`config.mk`:
```
export PLATFORM = sky130hd
export DESIGN_NAME = ring_token_arbiter
export DESIGN_NICKNAME = d
export VERILOG_FILES = /design/src/rtl/ring_token_arbiter.sv
export SDC_FILE = /design/constraint.sdc
export NUM_CORES = 1
export LEC_CHECK = 0
export CORE_MARGIN = 4
export CORE_UTILIZATION = 55
export DETAILED_ROUTE_END_ITERATION = 6
export DONT_BUFFER_PORTS = 1
export PLACE_DENSITY = 0.68
export SLEW_MARGIN = 20
export SYNTH_ARGS = -nofsm -noshare
export SYNTH_HDL_FRONTEND = slang
export SYNTH_SLANG_ARGS = --single-unit
```
`constraint.sdc`:
```
create_clock -name clk -period 2.55 [get_ports clk]
set_input_delay 0.51 -clock clk [delete_from_list [all_inputs] [get_ports clk]]
set_output_delay 0.51 -clock clk [all_outputs]
set_load 0.05 [all_outputs]
```
`src/rtl/ring_token_arbiter.sv`:
```
// Ring-token round-robin arbiter: one grant at a time, tenure capped at MAX_HOLD cycles,
// priority pointer rotates to the slot after each released winner.
module ring_token_arbiter #(
    parameter int N        = 4,
    parameter int MAX_HOLD = 4
) (
    input  logic         clk,
    input  logic         reset,
    input  logic [N-1:0] req,
    output logic [N-1:0] gnt,
    output logic [N-1:0] token,
    output logic         busy,
    output logic         expire
);

    localparam int CW = $clog2(MAX_HOLD + 1);
    localparam logic [N-1:0] ONE = {{(N-1){1'b0}}, 1'b1};

    typedef enum logic {IDLE, GRANT} state_t;

    state_t        state, next_state;
    logic [CW-1:0] hold_cnt, hold_next;
    logic [N-1:0]  gnt_next, token_next;
    logic [N-1:0]  upper_req, search, winner;
    logic          expire_next, held, tenure_up, release_now;

    // Requests at or above the token position win first; otherwise wrap to the lowest set bit.
    assign upper_req   = req & ~(token - ONE);
    assign search      = (|upper_req) ? upper_req : req;
    assign winner      = search & (~search + ONE);

    assign held        = |(req & gnt);
    assign tenure_up   = (hold_cnt == CW'(MAX_HOLD));
    assign release_now = !held || tenure_up;

    always_ff @(posedge clk) begin
        if (!reset) begin
            state <= IDLE;
        end else begin
            state <= next_state;
        end
    end

    always_comb begin
        next_state = state;
        case (state)
            IDLE:    if (|req)       next_state = GRANT;
            GRANT:   if (release_now) next_state = IDLE;
            default: next_state = IDLE;
        endcase
    end

    always_comb begin
        gnt_next    = gnt;
        token_next  = token;
        hold_next   = hold_cnt;
        expire_next = 1'b0;
        case (state)
            IDLE: begin
                if (|req) begin
                    gnt_next  = winner;
                    hold_next = CW'(1);
                end
            end
            GRANT: begin
                if (release_now) begin
                    gnt_next    = '0;
                    token_next  = {gnt[N-2:0], gnt[N-1]};
                    hold_next   = '0;
                    // A winner that drops req on the limit edge released voluntarily.
                    expire_next = held && tenure_up;
                end else begin
                    hold_next = hold_cnt + CW'(1);
                end
            end
            default: begin
                gnt_next  = '0;
                hold_next = '0;
            end
        endcase
    end

    always_ff @(posedge clk) begin
        if (!reset) begin
            gnt      <= '0;
            token    <= ONE;
            hold_cnt <= '0;
            expire   <= 1'b0;
        end else begin
            gnt      <= gnt_next;
            token    <= token_next;
            hold_cnt <= hold_next;
            expire   <= expire_next;
        end
    end

    assign busy = (state == GRANT);

endmodule

```
==> results by group, run 1 <==
Worst setup path
  • Worst Path Arrival: 2030 ps
  • Element type at the critical path end: flop
  • WS Path Type: flop to flop
  • Worst-path fanout max: 3
  • CP Launch Point: token[0]
  • Depth of the most critical reg-to-reg path: 7
  • Critical Path Slowest Stage Cell: dfxtp_1
  • Internal reg-to-reg setup slack: 730 ps
  • Data required, critical path: 2760 ps
  • CP Cell Sequence: inv_1, ha_1, xnor2_1, a21boi_1, o221a_2, nor3b_2, a32o_1
  • RR Startpoint: token[0]
  • Startpoint types: flop
  • Worst stage delay on the critical path: 330 ps

STA
  • Worst Max-Slew Pin Slew: 787 ps
  • Count of final max-slew check failures: 0
  • Clock skew: 3.08 ps
  • Highest clock rate: 549 MHz
  • Setup tns final: 0 ps
  • Final Cycle Share: 71.4%
  • Final hold violations: 0
  • Min Tclk post-route: 1820 ps
  • Final setup fails: 0
  • Worst slew margin: 47.4%
  • RSZ-0062 raised after global routing: no

Layout
  • Commonest non-fill, non-tap cell in the layout: dfxtp_1
  • N_diodes: 0
  • Final net count: 97
  • Most frequent cells in the layout: dfxtp_1 (13), nand2_1 (10), buf_4 (8), nor2b_1 (5)
  • Share of layout cells above drive strength 1: 21.8%
  • Final Core Density: 70.7%
  • Post-route insts no fill: 101
  • Area growth, synth to finish: 14.6%

Floorplan
  • IO Count: 16
  • Core area: 1160 um2
  • Initial Utilization: 61.7%
  • Die Span X: 44.0 um
  • Row count: 12
  • Die area: 1940 um2
  • Die H: 44.0 um

Power
  • Total net switching power: 158 uW
  • Share of power burned in registers: 47.6%
  • Power Density: 597 nW/um2
  • Static leakage: 0.000332 uW
  • Power share of the clock group: 25.1%
  • P_int: 329 uW
  • Max IR drop VDD: 0.432 mV
  • Sw frac: 32.5%
  • Pwr Total: 487 uW
  • Combinational share of power: 27.3%

Routing
  • Via density: 5.85
  • Vias: 591
  • First-pass iteration count of the detailed router: 4
  • Routed WL per cell: 15.5 um
  • WL final: 1560 um
  • DRC: 0
  • Final antenna-violating net count: 0
  • DR iter-0 viols: 44

Synth
  • Syn Inst Count: 75
  • Ys Warns: 0
  • Synth Net Count: 84
  • Syn Area/Cell: 9.51 um2
  • Mapped cell area: 713 um2
  • Synth cell types: 32
  • Sequential area share after synthesis: 36.5%
  • Synth Register Bits: 13

Run
  • MaxCap Viol Count: 0

CTS
  • Root buf cell: clkbuf_4
  • Clk_lat worst skew: 270 ps
  • H-tree level count: 1
  • CTS-repair resized insts: 0
  • Num CTS Buffers: 3
  • Post-CTS Setup Inserts: 0
  • # clock sinks: 13
  • CTS Hold Buffers Added: 0
  • Clock slew at reported path FFs: 70 ps
  • CTS tree: built
  • Clk buf depth: 2

Global routing
  • GRT Total Usage: 17.1%
  • Antenna violations before repair: 0
  • Largest net degree at the start of global routing: 11
  • First-pass GRT wire length: 2480 um
  • Vias in the first global route: 536
  • Total gr overflow: 0

Worst hold path
  • Type of the most critical hold path: primary input to flop
  • WHS Path Cells: 1
  • Hold path start: reset

Placement
  • HPWL Detailed: 1250 um
  • Placed cell count: 97
  • Placer Congestion: 0.813
  • # port buffers: 0

Run status
  • Status: finished clean
final cells by class:
cell class / count / area [um2]
well taps: 14 / 17.5
multi-input cells: 58 / 438
flip-flops and latches: 13 / 260
fillers: 97 / 339
inverters: 4 / 15.0
repair buffers: 8 / 60.1
clock buffers: 4 / 26.3
path summary, 6_finish.rpt:
kind                               endpoint
worst max register to register       gnt[1]
worst min-delay path               token[0]
worst min register to register  hold_cnt[0]
worst max-delay path                 gnt[1]
critical path: cells and delay by family, from the launching register on:
kind | cells | cell delay (ps)
AND/OR/NAND/NOR | 1 | 250
XOR/XNOR | 1 | 250
flip-flops | 1 | 330
buffers and inverters | 1 | 70
adder cells (fa/ha/maj) | 1 | 210
AO/OA/AOI/OAI | 3 | 660
power groups by stage:
stage / registers [uW] / clock network (uW) / logic (uW)
2_1_floorplan: 266 / 0 / 72.6
3_3_place_gp: 237 / 0 / 129
3_5_place_dp: 237 / 0 / 131
4_1_cts: 232 / 128 / 132
5_1_grt: 234 / 138 / 144
6_report: 232 / 122 / 133
registers in the layout, summed over array words and instances, names as in the netlist:
signal,cells
expire,1
busy,1
gnt,4
hold_cnt,3
token,4
synth_stat cells:
master / n / share of area (%)
inv_1: 4 / 2.1
o21ai_2: 1 / 1.2
nand2_1: 10 / 5.3
xnor2_1: 2 / 2.5
o21ai_0: 2 / 1.4
nand3_1: 1 / 0.70
nor2b_1: 5 / 4.4
nand3b_1: 1 / 1.1
nor3_1: 1 / 0.70
nor3b_1: 1 / 1.1
a32o_1: 3 / 4.2
a21boi_0: 1 / 1.1
nor3b_2: 1 / 1.8
and3_1: 1 / 0.88
a211oi_1: 1 / 1.1
and2b_1: 1 / 1.1
a21boi_1: 1 / 1.1
a21oi_1: 2 / 1.4
mux2i_1: 4 / 5.6
a221oi_4: 1 / 3.7
a22o_2: 2 / 2.8
a31o_2: 1 / 1.2
dfxtp_1: 13 / 36
a32oi_1: 1 / 1.2
and2_1: 2 / 1.8
xor2_1: 1 / 1.2
nor4b_1: 1 / 1.2
nor4_1: 1 / 0.88
o21a_4: 1 / 2.1
o221a_2: 1 / 1.6
ha_1: 3 / 5.3
nor2_1: 4 / 2.1
cells by family (layout without fill, tap and decap cells):
| kind of cell | after synthesis | count (layout) | share of synthesized area [%] |
|---|---|---|---|
| AO/OA/AOI/OAI | 18 | 18 | 24.0 |
| flip-flops | 13 | 13 | 36.5 |
| buffers and inverters | 4 | 16 | 2.10 |
| AND/OR/NAND/NOR | 30 | 30 | 22.8 |
| multiplexers | 4 | 4 | 5.61 |
| XOR/XNOR | 3 | 3 | 3.68 |
| adder cells (fa/ha/maj) | 3 | 3 | 5.26 |
per-stage QoR:
step / cell area, um2 / worst slack [ps] / hold slack (ps)
after CTS: 817 / 764 / 299
after global placement: 791 / 827 / 458
after global routing: 817 / 645 / 307
after detailed placement: 791 / 782 / 466
after floorplan: 713 / 507 / 439
final: 817 / 730 / 300
layer usage:
layer | up-vias | global-route usage (%) | share of wire, %
met1 | 268 | 24.2 | 44
met4 | 0 | 0 | 0
met5 | - | 0 | 0
met2 | 23 | 27.0 | 46
li1 | 300 | - | -
met3 | 0 | 5.28 | 9.8
Note: power is estimated with default switching activity, not from simulation.
==> run 2, diff against run 1 <==
--- a/config.mk
+++ b/config.mk
@@ -6,10 +6,10 @@
 export NUM_CORES = 1
 export LEC_CHECK = 0
 export CORE_MARGIN = 4
-export CORE_UTILIZATION = 55
+export CORE_UTILIZATION = 53
 export DETAILED_ROUTE_END_ITERATION = 6
 export DONT_BUFFER_PORTS = 1
-export PLACE_DENSITY = 0.68
+export PLACE_DENSITY = 0.69
 export SLEW_MARGIN = 20
 export SYNTH_ARGS = -nofsm -noshare
 export SYNTH_HDL_FRONTEND = slang
==> constraint.sdc (replaced) <==
create_clock -name clk -period 1.6 [get_ports clk]
set_input_delay 0.32 -clock clk [delete_from_list [all_inputs] [get_ports clk]]
set_output_delay 0.32 -clock clk [all_outputs]
set_load 0.05 [all_outputs]
==> results by group, run 2 (synthesis gave the netlist of run 1 again) <==
CTS
  • Clk_lat worst skew: 280 ps (about the same)
  • Clock slew at reported path FFs: 80 ps (about the same)
  • CTS Hold Buffers Added: 0 (unchanged)
  • Num CTS Buffers: 3 (unchanged)
  • Root buf cell: clkbuf_4
  • Clk buf depth: 2 (unchanged)
  • CTS tree: built
  • H-tree level count: 1 (unchanged)
  • # clock sinks: 13 (unchanged)

Layout
  • N_diodes: 0 (unchanged)
  • Most frequent cells in the layout: buf_4 (15), nand2_1 (9), dfxtp_1 (7), nor2b_1 (5)
  • Share of layout cells above drive strength 1: 45.7% (+24 points)
  • Final Core Density: 83.0% (+12 points)
  • Fin area: 985 um2 (+21%)
  • Top Registers: gnt (4), token (4), hold_cnt (3)
  • Register area: 273 um2 (+4.8%)
  • Final net count: 104 (+7.2%)
  • Multi-input logic area: 534 um2 (+22%)
  • Commonest non-fill, non-tap cell in the layout: buf_4
  • Area growth, synth to finish: 38.1%
  • # fillers: 72 (-26%)

Placement
  • Setup Slack @ Placement: -26.7 ps (-809 ps)
  • # port buffers: 0 (unchanged)
  • Placer Congestion: 0.816 (+0.36%)
  • Placed instance area: 861 um2 (+8.9%)
  • HPWL Detailed: 1320 um (+5.9%)

Power
  • P_int: 580 uW (+76%)
  • Power Density: 895 nW/um2 (+50%)
  • Pwr Total: 881 uW (+81%)
  • Static leakage: 0.000394 uW (+19%)
  • Sw frac: 34.2% (+1.7 points)
  • Max IR drop VDD: 0.776 mV (+80%)
  • Combinational share of power: 34.6% (+7.3 points)
  • Total net switching power: 302 uW (+91%)
  • Share of power burned in registers: 41.8% (-5.8 points)
  • Power share of the clock group: 23.6% (-1.5 points)

Floorplan
  • Die H: 44.7 um (+1.5%)
  • Die Span X: 44.7 um (+1.5%)
  • Die area: 2000 um2 (+3.1%)
  • Core area: 1190 um2 (+2.6%)
  • Row count: 12 (unchanged)
  • Initial Utilization: 60.1% (-1.6 points)
  • IO Count: 16 (unchanged)

Routing
  • First-pass iteration count of the detailed router: 4 (unchanged)
  • DR iter-0 viols: 12 (-73%)
  • Routed WL per cell: 16.1 um (+4.1%)
  • Via density: 5.92 (+1.1%)
  • DRC: 0 (unchanged)
  • WL final: 1740 um (+11%)
  • Final antenna-violating net count: 0 (unchanged)
  • Vias: 639 (+8.1%)

STA
  • Highest clock rate: 639 MHz (+16%)
  • RSZ-0062 raised after global routing: yes
  • Final worst slack: 34.6 ps (-695 ps)
  • Count of final max-slew check failures: 0 (unchanged)
  • Min Tclk post-route: 1570 ps (-255 ps)
  • Clock skew: 2.32 ps (-0.769 ps)
  • Final hold violations: 0 (unchanged)
  • Worst slew margin: 67.7% (+20 points)
  • Final Cycle Share: 97.8% (+26 points)
  • Hold slack: 99.0 ps (-201 ps)
  • Final setup fails: 0 (unchanged)
  • Worst Max-Slew Pin Slew: 480 ps (-307 ps)

Global routing
  • Vias in the first global route: 605 (+13%)
  • GRT Total Usage: 19.7% (+2.6 points)
  • Antenna violations before repair: 0 (unchanged)
  • Largest net degree at the start of global routing: 11 (unchanged)
  • First-pass GRT wire length: 2810 um (+13%)
  • Total gr overflow: 0 (unchanged)

Run
  • MaxCap Viol Count: 0 (unchanged)

Worst hold path
  • Type of the most critical hold path: primary input to flop

Worst setup path
  • Worst-path fanout max: 3 (unchanged)
  • WS Path Type: flop to flop
  • Element type at the critical path end: flop
  • Startpoint types: flop
  • Data required, critical path: 1820 ps (-940 ps)
  • Worst Path Arrival: 1790 ps (-240 ps)

Run status
  • Status: finished clean
==> run 2: through the flow <==
stage               std cells  TNS [ps]
detailed placement        101     -69.0
CTS                       106         0
global route              108     -50.1
floorplan                  75      -138
global placement          101     -12.4
finish                    108         0
==> run 2: final timing paths <==
path | startpoint | end | slack, ps | cells past startpoint
max | token[0] | gnt[3] | 30 | 7
min reg2reg | hold_cnt[0] | hold_cnt[0] | 440 | 1
max reg2reg | token[0] | gnt[3] | 30 | 7
min | reset | token[0] | 100 | 1
==> run 2: per-layer routing <==
| metal | up-vias | track usage [%] | wire (um) |
|---|---|---|---|
| met5 | - | 0 | 0 |
| met2 | 24 | 29.5 | 793 |
| met3 | 4 | 3.66 | 139 |
| met4 | 0 | 9.04 | 32 |
| li1 | 311 | - | - |
| met1 | 300 | 26.8 | 772 |
==> run 2: repair_timing <==
action,4_1_cts,5_1_grt
setup endpoints to repair,3,4
gates resized for setup,3,10
setup buffers,1,2
pin swaps,4,5
==> run 2: power by group through the flow <==
stage	registers, uW	clock network (uW)	logic, uW
after floorplan	427	0	129
after global placement	372	0	242
after detailed placement	373	0	249
after CTS	364	212	268
after global routing	371	227	327
final	368	208	305
==> run 2: final cells by class <==
cell class	instances	area share, %
Clock buffer	3	2.29
Clock inverter	1	0.508
Inverter	4	2.03
Multi-Input combinational cell	58	54.3
Sequential cell	13	27.7
Tap cell	14	1.78
Timing Repair Buffer	15	11.4
==> run 2: worst max-delay path, cell delays in order (launching register included) <==
cell and delay, ps:
dfxtp_4 370, inv_4 40, ha_4 270, nand2_2 50, a21boi_4 140, o221a_4 240
nor3b_4 220, a32o_1 180
